## config.mk

```make
export PLATFORM = sky130hd
export DESIGN_NAME = panel_capture_flat
export DESIGN_NICKNAME = d
export VERILOG_FILES = /design/src/rtl/panel_pkg.sv /design/src/rtl/panel_capture_if.sv /design/src/rtl/panel_capture_lane.sv /design/src/rtl/panel_capture.sv /design/src/flat_wrapper.sv
export SDC_FILE = /design/constraint.sdc
export NUM_CORES = 2
export LEC_CHECK = 0
export BUFFER_PORTS_ARGS = -buffer_cell sky130_fd_sc_hd__buf_2
export CAP_MARGIN = 0
export CORE_MARGIN = 2
export CORE_UTILIZATION = 59
export DETAILED_ROUTE_END_ITERATION = 6
export PLACE_DENSITY_LB_ADDON = 0.3
export SLEW_MARGIN = 20
export SYNTH_ARGS = -nofsm -noshare
export SYNTH_HDL_FRONTEND = slang
export SYNTH_SLANG_ARGS = --single-unit
```

## constraint.sdc

```tcl
create_clock -name clk -period 5.2 [get_ports clk]
set_input_delay 0.78 -clock clk [delete_from_list [all_inputs] [get_ports clk]]
set_output_delay 0.78 -clock clk [all_outputs]
set_load 0.005 [all_outputs]
```

## src/rtl/panel_pkg.sv

```systemverilog
// Shared dimensions and helpers for the panel row capture block.
// Row layout: LED j, lane i occupies the COMP_W bits ending at row_msb(j, i).
package panel_pkg;

    localparam int NUM_LEDS  = 16;
    localparam int NUM_LANES = 3;
    localparam int COMP_W    = 8;
    localparam int WINDOW    = 2 ** COMP_W;
    localparam int LED_W     = NUM_LEDS * NUM_LANES;
    localparam int ROW_W     = LED_W * COMP_W;
    localparam int BCNT_W    = 5;

    function automatic int row_msb(input int led, input int lane);
        return ROW_W - 1 - (NUM_LANES * COMP_W) * led - COMP_W * lane;
    endfunction

    function automatic logic [COMP_W-1:0] sat_inc(input logic [COMP_W-1:0] v, input logic b);
        logic [COMP_W-1:0] r;
        if (b && (v != {COMP_W{1'b1}})) begin
            r = v + {{(COMP_W-1){1'b0}}, 1'b1};
        end else begin
            r = v;
        end
        return r;
    endfunction

endpackage

```

## src/rtl/panel_capture_if.sv

```systemverilog
// Strobe, serial data and captured-state bundle between a panel driver and the capture block.
interface panel_capture_if;
    import panel_pkg::*;

    logic                 shift;
    logic                 load_led_vals;
    logic                 load_brightness;
    logic                 frame_sync;
    logic                 clear_error;
    logic [NUM_LANES-1:0] serial_data_in;
    logic [LED_W-1:0]     led_on;
    logic [LED_W-1:0]     brightness;
    logic [ROW_W-1:0]     row_colors_out;
    logic                 row_valid;
    logic                 length_error;

    modport master (
        output shift, load_led_vals, load_brightness, frame_sync, clear_error, serial_data_in,
        input  led_on, brightness, row_colors_out, row_valid, length_error
    );

    modport slave (
        input  shift, load_led_vals, load_brightness, frame_sync, clear_error, serial_data_in,
        output led_on, brightness, row_colors_out, row_valid, length_error
    );

endinterface

```

## src/rtl/panel_capture_lane.sv

```systemverilog
// One colour lane: serial shift word plus a saturating on-count per LED.
// final_o is the count including the current load's bits, valid whenever step_i is high.
module panel_capture_lane
    import panel_pkg::*;
(
    input  logic                       clk,
    input  logic                       reset_n,
    input  logic                       shift_i,
    input  logic                       ser_i,
    input  logic                       step_i,
    input  logic                       sync_i,
    input  logic                       wrap_i,
    output logic [NUM_LEDS-1:0]        sreg_o,
    output logic [NUM_LEDS*COMP_W-1:0] final_o
);

    logic [NUM_LEDS-1:0]        sreg_q, sreg_d;
    logic [COMP_W-1:0]          cnt_q [NUM_LEDS];
    logic [COMP_W-1:0]          cnt_d [NUM_LEDS];
    logic [NUM_LEDS*COMP_W-1:0] final_s;

    // Per-LED count including this step; a sync restarts from zero
    always_comb begin
        final_s = {(NUM_LEDS*COMP_W){1'b0}};
        for (int j = 0; j < NUM_LEDS; j++) begin
            // LED j was shifted in j-th, so it sits at bit NUM_LEDS-1-j
            final_s[j*COMP_W +: COMP_W] = sat_inc(sync_i ? {COMP_W{1'b0}} : cnt_q[j],
                                                  sreg_q[NUM_LEDS-1-j]);
        end
    end

    // Shift register and counter next state
    always_comb begin
        if (shift_i) begin
            sreg_d = {sreg_q[NUM_LEDS-2:0], ser_i};
        end else begin
            sreg_d = sreg_q;
        end
        for (int j = 0; j < NUM_LEDS; j++) begin
            if (step_i) begin
                cnt_d[j] = wrap_i ? {COMP_W{1'b0}} : final_s[j*COMP_W +: COMP_W];
            end else if (sync_i) begin
                cnt_d[j] = {COMP_W{1'b0}};
            end else begin
                cnt_d[j] = cnt_q[j];
            end
        end
    end

    // Lane state registers
    always_ff @(posedge clk or negedge reset_n) begin
        if (!reset_n) begin
            sreg_q <= {NUM_LEDS{1'b0}};
            for (int j = 0; j < NUM_LEDS; j++) begin
                cnt_q[j] <= {COMP_W{1'b0}};
            end
        end else begin
            sreg_q <= sreg_d;
            for (int j = 0; j < NUM_LEDS; j++) begin
                cnt_q[j] <= cnt_d[j];
            end
        end
    end

    assign sreg_o  = sreg_q;
    assign final_o = final_s;

endmodule

```

## src/rtl/panel_capture.sv

```systemverilog
// Panel row receiver: deserialises R/G/B lanes, latches on/off and brightness words,
// and integrates on/off states over a PWM window to rebuild the row colour word.
module panel_capture
    import panel_pkg::*;
(
    input  logic           clk,
    input  logic           reset_n,
    panel_capture_if.slave bus
);

    logic [NUM_LEDS-1:0]        lane_sreg_s  [NUM_LANES];
    logic [NUM_LEDS*COMP_W-1:0] lane_final_s [NUM_LANES];

    logic [BCNT_W-1:0] bit_count_q, bit_count_d;
    logic [COMP_W-1:0] window_q, window_d;
    logic [LED_W-1:0]  led_on_q, led_on_d, bri_q, bri_d, remap_s;
    logic [ROW_W-1:0]  row_q, row_d, final_map_s;
    logic              row_valid_q, row_valid_d, err_q, err_d;
    logic              load_any_s, wrap_s, err_set_s;

    assign load_any_s = bus.load_led_vals | bus.load_brightness;
    assign wrap_s     = bus.load_led_vals & ~bus.frame_sync & (window_q == {COMP_W{1'b1}});
    assign err_set_s  = (load_any_s & (bit_count_q != BCNT_W'(NUM_LEDS)))
                      | (bus.load_led_vals & bus.load_brightness);

    for (genvar l = 0; l < NUM_LANES; l++) begin : g_lane
        panel_capture_lane u_lane (
            .clk     (clk),
            .reset_n (reset_n),
            .shift_i (bus.shift),
            .ser_i   (bus.serial_data_in[l]),
            .step_i  (bus.load_led_vals),
            .sync_i  (bus.frame_sync),
            .wrap_i  (wrap_s),
            .sreg_o  (lane_sreg_s[l]),
            .final_o (lane_final_s[l])
        );
    end

    // Lane words into LED-indexed layout and lane counts into row layout
    always_comb begin
        remap_s     = {LED_W{1'b0}};
        final_map_s = {ROW_W{1'b0}};
        for (int i = 0; i < NUM_LANES; i++) begin
            for (int j = 0; j < NUM_LEDS; j++) begin
                remap_s[i*NUM_LEDS + j] = lane_sreg_s[i][NUM_LEDS-1-j];
                final_map_s[row_msb(j, i) -: COMP_W] = lane_final_s[i][j*COMP_W +: COMP_W];
            end
        end
    end

    // Control next state: bit counter, window, latches, error
    always_comb begin
        if (load_any_s) begin
            bit_count_d = bus.shift ? 5'd1 : 5'd0;
        end else if (bus.shift && (bit_count_q != 5'd31)) begin
            bit_count_d = bit_count_q + 5'd1;
        end else begin
            bit_count_d = bit_count_q;
        end

        if (bus.frame_sync) begin
            window_d = bus.load_led_vals ? {{(COMP_W-1){1'b0}}, 1'b1} : {COMP_W{1'b0}};
        end else if (bus.load_led_vals) begin
            window_d = window_q + {{(COMP_W-1){1'b0}}, 1'b1};
        end else begin
            window_d = window_q;
        end

        led_on_d    = bus.load_led_vals ? remap_s : led_on_q;
        // A simultaneous on/off load takes the word, brightness keeps its old value
        bri_d       = (bus.load_brightness && !bus.load_led_vals) ? remap_s : bri_q;
        row_d       = wrap_s ? final_map_s : row_q;
        row_valid_d = wrap_s;

        if (err_set_s) begin
            err_d = 1'b1;
        end else if (bus.clear_error) begin
            err_d = 1'b0;
        end else begin
            err_d = err_q;
        end
    end

    // Top-level state registers
    always_ff @(posedge clk or negedge reset_n) begin
        if (!reset_n) begin
            bit_count_q <= {BCNT_W{1'b0}};
            window_q    <= {COMP_W{1'b0}};
            led_on_q    <= {LED_W{1'b0}};
            bri_q       <= {LED_W{1'b0}};
            row_q       <= {ROW_W{1'b0}};
            row_valid_q <= 1'b0;
            err_q       <= 1'b0;
        end else begin
            bit_count_q <= bit_count_d;
            window_q    <= window_d;
            led_on_q    <= led_on_d;
            bri_q       <= bri_d;
            row_q       <= row_d;
            row_valid_q <= row_valid_d;
            err_q       <= err_d;
        end
    end

    assign bus.led_on         = led_on_q;
    assign bus.brightness     = bri_q;
    assign bus.row_colors_out = row_q;
    assign bus.row_valid      = row_valid_q;
    assign bus.length_error   = err_q;

endmodule

```

## src/flat_wrapper.sv

```systemverilog
// flat-port wrapper written by rule: the top's interface ports become plain ports
module panel_capture_flat import panel_pkg::*;
  (clk, reset_n, bus_shift, bus_load_led_vals, bus_load_brightness, bus_frame_sync, bus_clear_error, bus_serial_data_in, bus_led_on, bus_brightness, bus_row_colors_out, bus_row_valid, bus_length_error);
  panel_capture_if bus_i ();
  input  logic clk;
  input  logic reset_n;
  input wire logic [$bits(bus_i.shift)-1:0] bus_shift;
  input wire logic [$bits(bus_i.load_led_vals)-1:0] bus_load_led_vals;
  input wire logic [$bits(bus_i.load_brightness)-1:0] bus_load_brightness;
  input wire logic [$bits(bus_i.frame_sync)-1:0] bus_frame_sync;
  input wire logic [$bits(bus_i.clear_error)-1:0] bus_clear_error;
  input wire logic [$bits(bus_i.serial_data_in)-1:0] bus_serial_data_in;
  output wire logic [$bits(bus_i.led_on)-1:0] bus_led_on;
  output wire logic [$bits(bus_i.brightness)-1:0] bus_brightness;
  output wire logic [$bits(bus_i.row_colors_out)-1:0] bus_row_colors_out;
  output wire logic [$bits(bus_i.row_valid)-1:0] bus_row_valid;
  output wire logic [$bits(bus_i.length_error)-1:0] bus_length_error;
  assign bus_i.shift = bus_shift;
  assign bus_i.load_led_vals = bus_load_led_vals;
  assign bus_i.load_brightness = bus_load_brightness;
  assign bus_i.frame_sync = bus_frame_sync;
  assign bus_i.clear_error = bus_clear_error;
  assign bus_i.serial_data_in = bus_serial_data_in;
  assign bus_led_on = bus_i.led_on;
  assign bus_brightness = bus_i.brightness;
  assign bus_row_colors_out = bus_i.row_colors_out;
  assign bus_row_valid = bus_i.row_valid;
  assign bus_length_error = bus_i.length_error;
  panel_capture u_core (.clk(clk), .reset_n(reset_n), .bus(bus_i));
endmodule
```

; ---- Word level (Yosys, flattened, before mapping)
; Index checks and enable logic that the tools add are counted.
[totals]
in_bits = 10
output_inout_bits = 482
reg_bits = 927
wordCells = 420
[classes]
n_eq_ne = 51
addsub = 50
n_bitwise = 7
reduce_logical = 54
mux = 200
[op_table]
columns = op, count
row1 = 8-bit 2-to-1 mux, 194
row2 = 8-bit by 1-bit adder with 8-bit output (second input constant), 49
row3 = 8-bit inequality test (second input constant), 48
row4 = 1-bit logical AND, 50
row5 = 5-bit 2-to-1 mux, 2
row6 = 5-bit inequality test (second input constant), 2
row7 = 8-bit == test (second input constant), 1
row8 = 2-bit nonzero test, 3
row9 = 5-bit by 1-bit adder with 5-bit output (second input constant), 1
row10 = 1-bit AND, 4
row11 = 1-bit 2-to-1 mux, 4
row12 = 1-bit bitwise OR, 2
row13 = 1-bit zero test, 1
row14 = 1-bit NOT, 1

; ---- Logic depth before layout (Yosys ltp)
[depth]
ltp_word = 6
depth_mapped = 15
ltp_nobuf = 9

; ---- Hierarchy
; Synthesis repeated with hierarchy kept, for this count alone.
[unflattened]
hier_cells = 4702
hier_area_um2 = 49648.9
[modules_own_cells]
columns = mod, cells_per_inst, n_inst, area_each_um2, seq_area_each_um2
row1 = panel_capture, 1089, 1, 18574.1, 12386.9
row2 = panel_capture_lane at u_core.g_lane[0].u_lane, 1237, 1, 10759.1, 3603.5
row3 = panel_capture_lane at u_core.g_lane[1].u_lane, 1186, 1, 10234.8, 3603.5
row4 = panel_capture_lane at u_core.g_lane[2].u_lane, 1190, 1, 10080.9, 3603.5

; ---- Worst setup path before layout
; OpenSTA, ideal clock, no wires.
[synth_path]
kind = input-to-reg
start = input port bus_frame_sync
end = register u_core.row_q[49], in the netlist u_core.bus.row_colors_out[49]
t_required_ps = 5074
n_path_buf = 6
setup_ps = 126
path_stages = 15
setup_slack_ps = 2033
arrival_time_ps = 3042
path_cell_list = buf_6 > buf_6 > inv_2 > buf_2 > buf_2 > buf_2 > nand2_1 > inv_1 > ha_1 > nand2_1 > or4_1 > clkbuf_1 > nand2_1 > mux2i_1 > a21oi_1
[synth_between]
elab_chain_len = 4
word_cells_on_any_way = 8
cone_classes = add/sub (1) / eq/ne (1) / mux (2) / bitwise (3) / reduce/logical (1)
[synth_rtl]
columns = element, line
row1 = "start, declared", flat_wrapper.sv:10  ; input wire logic [$bits(bus_i.frame_sync)-1:0] bus_frame_sync;
row2 = branches (longest 4 deep; another with 8-bit by 1-bit adder with 8-bit output), -
row3 = "end signal, assigned", panel_capture.sv:92  ; row_q <= {ROW_W{1'b0}};
row4 = "end signal, assigned", panel_capture.sv:100  ; row_q <= row_d;
row5 = "end, declared", panel_capture.sv:17  ; logic [ROW_W-1:0] row_q, row_d, final_map_s;
; Parallel ways; which one is timed is not known.
; A chain may end at the register's enable or synchronous reset.

; ---- Worst setup path in the final report
; Same ends and word-level chain as after synthesis.

==> results.cfg <==
[sta]
period_needed_ns = 3.12
hold_violations = 0
rsz0062_at_grt = no
fin_crit_sh_pct = 60.0
final-setup-viol-count = 0
layout_setup_ws_ns = 2.08
maxSlewHeadroom_pct = 23.8
fmax_ghz = 0.320
final.setup_skew_ns = 0.0252
finalSetupTns_ns = 0
drv_slew = 0
worstMarginPinSlew_ns = 1.14

[floorplanning]
die_w_um = 291
row_count = 105
die_h_um = 291
core_area_um2 = 82000
dieArea_um2 = 85000
initial_core_util_pct = 59.5
num_io_pins = 492

[synth]
netlist_area_um2 = 48800
synthCells = 5218
synth_cell_types = 101
synth.most_common_cell = dfrtp_1
yosys-top-cells-area = dfrtp_1 48%, nand2_1 6.4%, o21ai_0 3.7%
synth.largest_area_cell = dfrtp_1
yosysTopAreaCellShare_pct = 47.6
yosysWarnings = 0
synth_area_per_cell_um2 = 9.34
yosysSeqAreaShare_pct = 47.6
synth_edf_count = 0
synth.net_count = 5280
ys_top_cells_by_count = 927 x dfrtp_1, 830 x nand2_1, 359 x o21ai_0
synth_seq_cells = 927
synthArstFlopShare_pct = 100
synth-main-ff-cell = dfrtp_1

[finish]
multiInputGateArea_um2 = 23800
antenna_cells = 0
drive_gt1_share_pct = 17.4
nFillCells = 6442
final_net_count = 5596
area_delta_synth_final_pct = 13.3
finalInstanceArea_um2 = 55300
seq_area_um2 = 23200
fin_cells = 6686

[clocking]
cts.repair.resized = 0
cts-hold-fix-buffers = 0
clk_latency_ns = 0.66
cts_max_level = 3
tritoncts = done
cts_buffers = 99
clock-root-buffer = clkbuf_16
clk_pin_slew_ns = 0.06
clock_tree.buffer_depth = 3
numClockSinks = 927
postCtsSetupBuffers = 0

[placement]
place_ws_ns = 1.57
gp_congestion = 0.900
hpwl_um = 85100
portBuffers = 491
place_area_um2 = 51800
dp.cells = 6503

[setup_path]
crit_required_ns = 5.69
r2r_cells = 7
cp_max_fo = 86
path_class = in -> reg
timing.rr.end = u_core.g_lane[0].u_lane.cnt_q[68]
path_common_cell = nand2_1
critPathLaunchType = input pin
critPathCapture = u_core.bus.row_colors_out[49]
crit_chain = buf_8, inv_6, nand2_1, inv_1, ha_1, nand2_1, or4_1, nand2_1, mux2i_1, a21oi_1
worstPathArrival_ns = 3.61
endpoint_kind = flip-flop
r2r_slack_ns = 2.30
critPathLaunch = bus_frame_sync
crit_path_max_incr_delay_ns = 0.67
worstReg2RegStart = u_core.window_q[0]
worst_path_max_delay_cell = inv_6

[global_routing]
antenna_found_initial = 0
grt_overflow = 0
grt_pass1_wl_um = 215000
grt_max_degree = 209
grt_pass1_vias = 40183
grt.total_usage_pct = 31.2

[detailed_routing]
drtIter0Drc = 3694
avgRoutedWirePerCell_um = 20.1
ant_nets = 0
firstDrtPassIters = 6
vias_per_cell = 6.15
drc = 0
wl_um = 134000
dr_total_vias = 41137

[outcome]
outcome = finished clean

[worst_hold_path]
hold_path.class = in -> async

[pwr]
ir_drop_mv = 0.319
pwr_density_cell_nw_per_um2 = 328
p_leak_nw = 25.2
finalPower_w = 0.0181

[job]
max-cap-violations = 0
## worst max-delay path: cells and delay by family
kind	cells	cell delay, ns
AOI/OAI and AO/OA	1	0.09
adders and majority gates	1	0.22
buffers and inverters	3	1.00
muxes	1	0.22
and+or+nand+nor	4	1.18
## routing by layer
| metal | vias up | track usage (%) | part of all wire (%) |
|---|---|---|---|
| met5 | - | 0 | 0 |
| met4 | 0 | 14.7 | 4.5 |
| met3 | 297 | 5.76 | 7.5 |
| met2 | 1550 | 49.3 | 46 |
| met1 | 20144 | 41.9 | 42 |
| li1 | 19146 | - | - |
## kinds of logic (layout without fill, tap and decap cells)
group / after synthesis / in the layout / synth area share (%)
muxes: 206 / 206 / 4.60
AOI/OAI and AO/OA: 1356 / 1356 / 17.2
adders and majority gates: 52 / 52 / 1.33
xor gates and xnor gates: 240 / 240 / 4.31
and+or+nand+nor: 2026 / 2026 / 21.3
DFF: 927 / 927 / 47.6
buffers and inverters: 411 / 809 / 3.68
## per-stage QoR
stage | hold slack (ns) | util [%]
floorplan | 0.473 | -
global placement | 0.458 | 63.2
detailed placement | 0.465 | 63.2
CTS | 0.186 | 67.4
global route | 0.223 | 67.4
finish | 0.128 | 67.4
## report_power, final
| group | internal, W | switching, W |
|---|---|---|
| clock network | 0.00445 | 0.00303 |
| registers | 0.00776 | 0.000643 |
| logic | 0.000991 | 0.00124 |
| total | 0.0132 | 0.00491 |
## sequential cells by signal (all words and copies together), names as in the netlist
signal	cells
u_core.bus.length_error	1
u_core.bus.row_valid	1
u_core.g_lane.u_lane.cnt_q	384
u_core.bus.led_on	48
u_core.bit_count_q	5
u_core.bus.brightness	48
u_core.g_lane.u_lane.sreg_o	48
u_core.window_q	8
u_core.bus.row_colors_out	384
## cells in the final DEF (no fill, tap or decap), types with 23 or more instances in the layout
master	count
and4b_1	38
and2_1	29
nor2b_1	206
a31oi_1	49
nand3_1	179
buf_2	487
mux2i_1	63
o21a_1	51
o21ai_0	359
nand3b_1	28
and4_1	29
and3_1	51
buf_12	23
inv_1	91
a41oi_1	33
mux2_2	142
clkbuf_16	100
nand4_1	87
o22ai_1	86
clkbuf_8	26
a22o_1	37
nand2b_1	41
nor2_1	287
dfrtp_1	927
xnor2_1	150
ha_1	52
clkinv_2	23
xor2_1	90
o21ai_1	244
nor3_1	65
a21oi_1	250
a21o_1	43
o31ai_1	24
nand2_1	829
## worst min-delay path by stage
stage | end | slack, ns | startpoint | depth (start not counted)
floorplan | u_core.bus.row_colors_out[134] | 0.47 | u_core.bus.row_colors_out[134] | 2
global placement | u_core.bus.row_colors_out[199] | 0.46 | u_core.bus.row_colors_out[199] | 2
detailed placement | u_core.bus.row_colors_out[137] | 0.47 | u_core.bus.row_colors_out[137] | 2
CTS | u_core.bus.row_colors_out[343] | 0.19 | reset_n | 1
global route | u_core.bus.brightness[33] | 0.22 | reset_n | 1
finish | u_core.bus.brightness[33] | 0.13 | reset_n | 1
## cell type report
type                            count  share of cell area (%)
Inverter                           94                   0.661
Timing Repair Buffer              532                    5.58
Multi-Input combinational cell   3880                    43.1
Tap cell                         1070                    2.42
Clock inverter                     47                    1.03
Sequential cell                   927                    42.0
Clock buffer                      136                    5.24
(Power assumes the default switching activity.)
